[src/rtl/vga_pkg.sv]
// rtl/vga_pkg.sv - shared VGA pipeline widths, text-grid geometry and timing-bus layout
package vga_pkg;

   localparam int CNT_W     = 11;  // hcount / vcount width
   localparam int RGB_W     = 12;  // RGB444
   localparam int FONT_W    = 8;
   localparam int FONT_H    = 16;
   localparam int GRID_COLS = 16;
   localparam int GRID_ROWS = 16;

   // Timing bus field order, MSB first.
   typedef struct packed {
      logic [CNT_W-1:0] hcount;
      logic [CNT_W-1:0] vcount;
      logic             hsync;
      logic             vsync;
      logic             hblnk;
      logic             vblnk;
   } vga_timing_t;

endpackage

[src/rtl/vga_delay.sv]
// rtl/vga_delay.sv - fixed-latency delay line for timing/rgb buses
// Ports: clk, rst_n (async, active low), din[WIDTH] -> dout[WIDTH] delayed CLK_DEL cycles.
module vga_delay #(
   parameter int WIDTH   = 8,
   parameter int CLK_DEL = 1
) (
   input  logic             clk,
   input  logic             rst_n,
   input  logic [WIDTH-1:0] din,
   output logic [WIDTH-1:0] dout
);

   logic [WIDTH-1:0] stage [CLK_DEL];

   always_ff @(posedge clk or negedge rst_n) begin
      if (!rst_n) begin
         for (int i = 0; i < CLK_DEL; i++) stage[i] <= '0;
      end else begin
         stage[0] <= din;
         for (int i = 1; i < CLK_DEL; i++) stage[i] <= stage[i-1];
      end
   end

   assign dout = stage[CLK_DEL-1];

endmodule

[src/rtl/char_grid_reader.sv]
// rtl/char_grid_reader.sv - 16x16 character-grid text overlay, 3-cycle VGA pipeline stage
// Ports: pclk, rst_n (async, active low); hcount/vcount/sync/blnk/rgb _in -> _out (3 cycles later);
//        char_xy/char_line address the external char/font ROMs; char_code (comb from char ROM, used
//        only by the font ROM outside this block); char_pixels = registered font row, bit 7 leftmost.
module char_grid_reader
   import vga_pkg::*;
#(
   parameter int               XPOS       = 100,
   parameter int               YPOS       = 100,
   parameter logic [RGB_W-1:0] TEXT_COLOR = 12'hfff
) (
   input  logic             pclk,
   input  logic             rst_n,
   input  logic [CNT_W-1:0] hcount_in,
   input  logic [CNT_W-1:0] vcount_in,
   input  logic             hsync_in,
   input  logic             vsync_in,
   input  logic             hblnk_in,
   input  logic             vblnk_in,
   input  logic [RGB_W-1:0] rgb_in,
   input  logic [7:0]       char_pixels,
   input  logic [6:0]       char_code,
   output logic [7:0]       char_xy,
   output logic [3:0]       char_line,
   output logic [CNT_W-1:0] hcount_out,
   output logic [CNT_W-1:0] vcount_out,
   output logic             hsync_out,
   output logic             vsync_out,
   output logic             hblnk_out,
   output logic             vblnk_out,
   output logic [RGB_W-1:0] rgb_out
);

   localparam int RECT_W = FONT_W * GRID_COLS;   // 128 px
   localparam int RECT_H = FONT_H * GRID_ROWS;   // 256 lines

   generate
      if (XPOS + RECT_W > 2047 || YPOS + RECT_H > 2047) begin : g_bad_geometry
         $error("char_grid_reader: text rectangle exceeds the 11-bit counter range");
      end
   endgenerate

   localparam logic [CNT_W-1:0] X_LO = CNT_W'(XPOS);
   localparam logic [CNT_W-1:0] X_HI = CNT_W'(XPOS + RECT_W);
   localparam logic [CNT_W-1:0] Y_LO = CNT_W'(YPOS);
   localparam logic [CNT_W-1:0] Y_HI = CNT_W'(YPOS + RECT_H);

   // Per-pixel data that must line up with the registered font row.
   typedef struct packed {
      logic             in_rect;
      logic [2:0]       xbit;
      logic             hblnk;
      logic             vblnk;
      logic [RGB_W-1:0] rgb;
   } pix_t;

   logic [CNT_W-1:0] dx, dy;
   logic             in_rect;
   vga_timing_t      timing_in, timing_out;
   pix_t             pix_in, pix_d2;

   assign dx      = hcount_in - X_LO;
   assign dy      = vcount_in - Y_LO;
   assign in_rect = (hcount_in >= X_LO) && (hcount_in < X_HI) &&
                    (vcount_in >= Y_LO) && (vcount_in < Y_HI);

   // char_code feeds the font ROM directly; upper geometry bits are outside the grid.
   logic unused_bits;
   assign unused_bits = ^{char_code, dx[CNT_W-1:7], dy[CNT_W-1:8]};

   // Stage 1: grid address for the char ROM and font line for the font ROM.
   always_ff @(posedge pclk or negedge rst_n) begin
      if (!rst_n) begin
         char_xy   <= 8'h00;
         char_line <= 4'h0;
      end else begin
         char_xy   <= in_rect ? {dy[7:4], dx[6:3]} : 8'h00;
         char_line <= in_rect ? dy[3:0] : 4'h0;
      end
   end

   assign timing_in = '{hcount: hcount_in, vcount: vcount_in, hsync: hsync_in,
                        vsync: vsync_in, hblnk: hblnk_in, vblnk: vblnk_in};

   vga_delay #(.WIDTH($bits(vga_timing_t)), .CLK_DEL(3)) u_timing_delay (
      .clk (pclk),
      .rst_n (rst_n),
      .din (timing_in),
      .dout (timing_out)
   );

   assign pix_in = '{in_rect: in_rect, xbit: dx[2:0], hblnk: hblnk_in,
                     vblnk: vblnk_in, rgb: rgb_in};

   // Two cycles: matches the char ROM (comb) + font ROM (registered) path.
   vga_delay #(.WIDTH($bits(pix_t)), .CLK_DEL(2)) u_pix_delay (
      .clk (pclk),
      .rst_n (rst_n),
      .din (pix_in),
      .dout (pix_d2)
   );

   // Stage 3: blanking overrides text; font bit 7 is the leftmost pixel of a cell.
   always_ff @(posedge pclk or negedge rst_n) begin
      if (!rst_n) begin
         rgb_out <= '0;
      end else if (pix_d2.hblnk || pix_d2.vblnk) begin
         rgb_out <= '0;
      end else if (pix_d2.in_rect && char_pixels[3'd7 - pix_d2.xbit]) begin
         rgb_out <= TEXT_COLOR;
      end else begin
         rgb_out <= pix_d2.rgb;
      end
   end

   assign hcount_out = timing_out.hcount;
   assign vcount_out = timing_out.vcount;
   assign hsync_out  = timing_out.hsync;
   assign vsync_out  = timing_out.vsync;
   assign hblnk_out  = timing_out.hblnk;
   assign vblnk_out  = timing_out.vblnk;

endmodule

[config.mk]
export PLATFORM = sky130hd
export DESIGN_NAME = char_grid_reader
export DESIGN_NICKNAME = d
export VERILOG_FILES = /design/src/rtl/vga_pkg.sv /design/src/rtl/vga_delay.sv /design/src/rtl/char_grid_reader.sv
export SDC_FILE = /design/constraint.sdc
export NUM_CORES = 1
export LEC_CHECK = 0
export ABC_AREA = 1
export CORE_UTILIZATION = 48
export DETAILED_ROUTE_END_ITERATION = 10
export GPL_ROUTABILITY_DRIVEN = 0
export GPL_TIMING_DRIVEN = 1
export PLACE_DENSITY = 0.8
export SYNTH_ARGS = -nofsm -noshare
export SYNTH_HDL_FRONTEND = slang
export SYNTH_SLANG_ARGS = --single-unit
[constraint.sdc]
create_clock -name pclk -period 1.5 [get_ports pclk]
set_clock_uncertainty 0.2 [all_clocks]
set_input_delay 0.3 -clock pclk [delete_from_list [all_inputs] [get_ports pclk]]
set_output_delay 0.3 -clock pclk [all_outputs]
set_load 0.02 [all_outputs]
==> run metrics, run 1 <==
Vias per Instance 4.46; Int Pwr 6.74 mW; commonest non-fill, non-tap cell in the layout dfrtp_1; count of cell types in the netlist 24; Rel. slew slack 70.9%; Slowest cell on crit path dfrtp_1; RSZ-0062 raised after global routing true; pin count of the biggest net entering global routing 44; CTS root buf clkbuf_8; min cycle time layout 1.54 ns; Post-route DRC 0; Final Cycle Share 102%; width of the die 94.5 microns; Seq/Total Area, Yosys 79.3%; die area 0.00892 sq mm; sequential power share 43.4%; Post-CTS Setup Bufs 0; gr usage total 18.7%; Area Overhead vs Synth 46.6%; dpl hpwl 4.99 mm; Ys Warns 0; fmax 0.651 GHz; WL/cell 14.7 microns; status finished, violations left; Clock Path Buffers 2; Sw Share 21.4%; final setup vio count 23; pre-CTS setup slack -0.482 ns; failing checks negative setup slack; net count after synthesis 333; Reg clk slew, reported paths 0.06 ns; Crit. End Element primary output; NetSw 1.84 mW; MaxCap Viol Count 0; Vert. Die Dim 94.5 microns; Slew Limit Fails 0; Final Instance Area 0.00602 sq mm; Netlist Area Pre-Place 0.00410 sq mm; gr ovfl total 0; synthesized flop and latch total 130; H-tree levels 4; Avg Synthesized Cell Area 15.0 sq um; area leader, netlist dfrtp_1; most frequent cells in the layout dfrtp_1, buf_6, clkdlybuf4s50_1; Worst EP arrival 1.04 ns; Vias 2268; Initial Utilization 49.7%; power per cell area 1430 mW/mm^2; total power 8.58 mW; Primary FF master, synth dfrtp_1; clock power share 49.6%; leakage power total 2.88 nW; delay-heaviest family, CP flip-flops; crit path launch type register; drt first-iter violations 71; Final Hold Fails 0; ANT nets after route 0; layout cells sized above 1 33.2%; I/O Buffers 97; CP Data Required Time 1.00 ns; clk_lat worst skew 0.50 ns; diode count 0; vias in the first global route 2444; DP Cell Count 473; Fillers 538; clk sinks 130; top post-synthesis cells by area dfrtp_1, buf_4, inv_1; final setup margin -0.0369 ns; final layout net count 450; CP peak stage delay 0.40 ns; Initial DRT Pass Iterations 5; worst vdd ir 900 uV; I/O pin count 105; Hold WC Path Type input port to register; first-pass GRT wire length 11.8 mm; CTS Buf Count 17; Logic pwr share 7.0%; Worst-Margin Slew 0.436 ns; CTS tree built; Core ar. 0.00826 sq mm; Async S/R FF share, synth 100%; critical path cell sequence buf_6; number of flops mapped to enable cells by yosys 0; Crit Path Class register to primary output; minimum hold slack 0.0387 ns; crit-path max FO 1; WL final 7.49 mm; Post-DP Area 0.00525 sq mm; antenna violations before repair 0; Row Count 33; top-area cell type share of the netlist area 79.3%; Mapped Cells 274; non-filler instance count after layout 509; WP buf/inv 1
synth_stat cells, types with 4 or more instances:
master	instances
dfrtp_1	130
inv_1	28
buf_4	22
nand2_1	20
nor2_1	14
a21oi_1	9
nor3_2	9
a21oi_2	4
ha_1	4
nand3_1	4
nor3_1	4
power groups by stage:
| stage | clock [mW] | combinational, mW | sequential (mW) |
|---|---|---|---|
| after global placement | 0 | 0.567 | 3.76 |
| after CTS | 4.34 | 0.603 | 3.72 |
| after floorplan | 0 | 0.195 | 3.78 |
| after detailed placement | 0 | 0.582 | 3.77 |
| after global routing | 4.52 | 0.653 | 3.74 |
| final | 4.26 | 0.601 | 3.72 |
path summary, 6_finish.rpt:
check | start | to | slack (ns) | depth (start not counted)
worst max register to register | u_pix_delay.dout[14] | rgb_out[9] | 0.02 | 6
min in group asynchronous | rst_n | u_timing_delay.dout[0] | 0.10 | 2
worst min-delay path | rgb_in[1] | u_pix_delay.stage[19] | 0.04 | 1
worst max-delay path | char_xy[6] | char_xy[6] | -0.04 | 1
max in group asynchronous | rst_n | u_pix_delay.stage[23] | 0.49 | 3
worst min register to register | u_pix_delay.stage[23] | u_pix_delay.dout[5] | 0.14 | 0
metrics by stage:
stage / TNS (ns) / util [%]
3_5_place_dp: -9.41 / 63.6
2_1_floorplan: 0 / -
6_report: -0.291 / 72.9
5_1_grt: -3.27 / 72.9
3_3_place_gp: -8.15 / 63.6
4_1_cts: -1.57 / 72.3
routing by layer:
| layer | track usage, % | part of all wire, % | up-vias |
|---|---|---|---|
| li1 | - | - | 1060 |
| met1 | 21.3 | 40 | 1134 |
| met2 | 32.0 | 54 | 65 |
| met3 | 6.76 | 4.0 | 9 |
| met4 | 7.58 | 1.2 | 0 |
| met5 | 0 | 0 | - |
flip-flops by register name, summed over array words and instances, names as in the netlist:
register and flops:
u_pix_delay.stage 18, char_xy 8, u_pix_delay.dout 18, char_line 4, rgb_out 12, u_timing_delay.dout 26
u_timing_delay.stage 44
cells by family (layout without fill, tap and decap cells):
family,Yosys count,after routing,synth area share [%]
flip-flops,130,130,79.3
AND/OR/NAND/NOR,62,62,8.26
buffers and inverters,57,187,7.77
AO/OA/AOI/OAI,15,15,2.19
XOR/XNOR,6,6,1.28
adder cells (fa/ha/maj),4,4,1.22
area by class of cell:
| cell class | count | area [sq um] | share of cell area [%] |
|---|---|---|---|
| clock buffer | 18 | 428 | 7.11 |
| clock inverter | 14 | 204 | 3.39 |
| inverter | 31 | 116 | 1.93 |
| multi-input combinational | 87 | 551 | 9.15 |
| sequential | 130 | 3250 | 54.1 |
| tap | 105 | 131 | 2.18 |
| timing repair buffer | 124 | 1330 | 22.2 |
repair_timing:
| action | 4_1_cts | 5_1_grt |
|---|---|---|
| hold buffers | 1 | 3 |
| gates resized for setup | 302 | 9 |
| endpoints found under the hold margin | 130 | 4 |
| setup endpoints to repair | 62 | 70 |
Note: power is estimated with default switching activity, not from simulation.
==> run 2, diff against run 1 <==
--- a/config.mk
+++ b/config.mk
@@ -7,6 +7,7 @@
 export LEC_CHECK = 0
 export ABC_AREA = 1
 export CORE_UTILIZATION = 48
+export CTS_CLUSTER_SIZE = 8
 export DETAILED_ROUTE_END_ITERATION = 10
 export GPL_ROUTABILITY_DRIVEN = 0
 export GPL_TIMING_DRIVEN = 1
==> results of run 2 <==
Same layout as run 1: the final DEF is identical, and so are final timing and power.
==> run 3, diff against run 2 <==
--- a/config.mk
+++ b/config.mk
@@ -6,7 +6,9 @@
 export NUM_CORES = 1
 export LEC_CHECK = 0
 export ABC_AREA = 1
-export CORE_UTILIZATION = 48
+export CELL_PAD_IN_SITES_DETAIL_PLACEMENT = 0
+export CELL_PAD_IN_SITES_GLOBAL_PLACEMENT = 1
+export CORE_UTILIZATION = 39
 export CTS_CLUSTER_SIZE = 8
 export DETAILED_ROUTE_END_ITERATION = 10
 export GPL_ROUTABILITY_DRIVEN = 0
==> run metrics, run 3 (synthesized netlist as in run 1, its figures left out) <==
status finished, violations left; failing checks negative setup slack; CP peak stage delay 0.40 ns (about the same); die area 0.0109 sq mm (+23%); Final Cycle Share 102% (about the same); Area Overhead vs Synth 49.2%; H-tree levels 4 (unchanged); final layout net count 455 (+1.1%); Rel. slew slack 79.3% (+8.4 points); total power 8.70 mW (+1.4%); dpl hpwl 4.53 mm (-9.2%); MaxCap Viol Count 0 (unchanged); critical path cell sequence buf_6; CTS root buf clkbuf_8; Row Count 37 (+12%); Hold WC Path Type input port to register; ANT nets after route 0 (unchanged); Crit. End Element primary output; gr usage total 13.3% (-5.3 points); clk_lat worst skew 0.49 ns (about the same); I/O pin count 105 (unchanged); first-pass GRT wire length 11.0 mm (-6.9%); crit-path max FO 1 (unchanged); WL/cell 12.6 microns (-14%); I/O Buffers 97 (unchanged); commonest non-fill, non-tap cell in the layout dfrtp_1; non-filler instance count after layout 545 (+7.1%); Worst EP arrival 1.04 ns (about the same); Worst-Margin Slew 0.311 ns (-0.125 ns); diode count 0 (unchanged); delay-heaviest family, CP flip-flops; gr ovfl total 0 (unchanged); Reg clk slew, reported paths 0.06 ns (about the same); clk sinks 130 (unchanged); Core ar. 0.0103 sq mm (+24%); DP Cell Count 503 (+6.3%); fmax 0.651 GHz (about the same); Initial Utilization 39.9% (-9.8 points); Vert. Die Dim 105 microns (+11%); minimum hold slack 0.0350 ns (-0.00374 ns); RSZ-0062 raised after global routing true; Final Instance Area 0.00612 sq mm (+1.7%); Post-route DRC 0 (unchanged); worst vdd ir 634 uV (-30%); Vias per Instance 4.09 (-8.2%); CTS Buf Count 17 (unchanged); most flop-heavy register u_timing_delay.stage; final setup vio count 15 (-35%); Crit Path Class register to primary output; WP buf/inv 1 (unchanged); WL final 6.86 mm (-8.4%); min cycle time layout 1.54 ns (-0.000255 ns); width of the die 105 microns (+11%); Largest register FFs 44 (unchanged); Slowest cell on crit path dfrtp_1; final setup margin -0.0366 ns (+0.000255 ns); CTS tree built; Vias 2229 (-1.7%); CP Data Required Time 1.00 ns (about the same); Clock Path Buffers 2 (unchanged); crit path launch type register; antenna violations before repair 0 (unchanged); pin count of the biggest net entering global routing 35 (-20%); Final Hold Fails 0 (unchanged); power per cell area 1420 mW/mm^2 (-0.34%); leakage power total 2.93 nW (+1.7%); Slew Limit Fails 0 (unchanged); layout cells sized above 1 33.3% (+0.084 points); most frequent cells in the layout dfrtp_1, buf_6, clkdlybuf4s50_1; vias in the first global route 2269 (-7.2%); Initial DRT Pass Iterations 3 (-2); Post-DP Area 0.00526 sq mm (+0.12%); drt first-iter violations 50 (-30%)
[run 3: cell types whose count changed in the layout (fill, tap and decap cells not counted), sizes merged]
| cell | before | now |
|---|---|---|
| clkdlybuf4s50 | 43 | 41 |
| dlygate4sd3 | 4 | 6 |
| dlymetal6s2s | 3 | 5 |
| buf | 74 | 75 |
| bufinv | 4 | 5 |
| clkbuf | 18 | 19 |
| clkinv | 4 | 3 |
| clkinvlp | 3 | 2 |
| inv | 34 | 35 |
| nand3 | 5 | 6 |
[run 3: area by class of cell]
type / instances / area [sq um]
clock buffers: 18 / 418
clock inverters: 14 / 225
fillers: 809 / 4160
inverters: 31 / 116
multi-input cells: 88 / 576
flip-flops and latches: 130 / 3250
well taps: 136 / 170
repair buffers: 128 / 1360
[run 3: timing repair]
action                     in CTS  in global routing
setup buffers                   0                  2
setup endpoints to repair      62                 75
gates cloned                    0                  2
resized for setup             301                 12
hold buffers                    1                  5
hold endpoints to repair      130                  6
[run 3: through the flow]
step | setup WS, ns | setup TNS, ns | utilization, %
6_report | -0.0366 | -0.207 | 59.6
5_1_grt | -0.0720 | -2.67 | 59.6
4_1_cts | -0.0652 | -1.57 | 58.2
3_5_place_dp | -0.479 | -9.44 | 51.2
3_3_place_gp | -0.417 | -8.57 | 51.2
2_1_floorplan | 0.121 | 0 | -
[run 3: worst paths after layout]
path | start | end | slack (ns) | cells past startpoint
setup / recovery | char_xy[2] | char_xy[2] | -0.04 | 1
hold / removal | hcount_in[2] | u_pix_delay.stage[34] | 0.03 | 3
setup reg to reg | u_pix_delay.dout[14] | rgb_out[7] | 0 | 7
hold reg to reg | u_timing_delay.stage[58] | u_timing_delay.stage[32] | 0.15 | 0
max in group asynchronous | rst_n | u_pix_delay.stage[26] | 0.54 | 3
min in group asynchronous | rst_n | u_timing_delay.dout[2] | 0.06 | 2
[run 3: routing by layer]
metal  vias to the layer above  part of all wire, %  track usage, %  routed length, microns
li1                       1070                    -               -                       -
met1                      1098                   43            16.8                    2960
met2                        56                   52            21.1                    3560
met3                         5                  4.0            4.12                     271
met4                         0                 0.96            6.34                      66
met5                         -                    0               0                       0
[run 3: report_power, final]
group	switching [mW]	leakage [nW]	internal, mW	total [mW]
registers	0.0541	1.57	3.66	3.72
clock network	1.48	0.308	2.90	4.37
logic	0.288	1.05	0.320	0.608
total	1.82	2.93	6.88	8.70
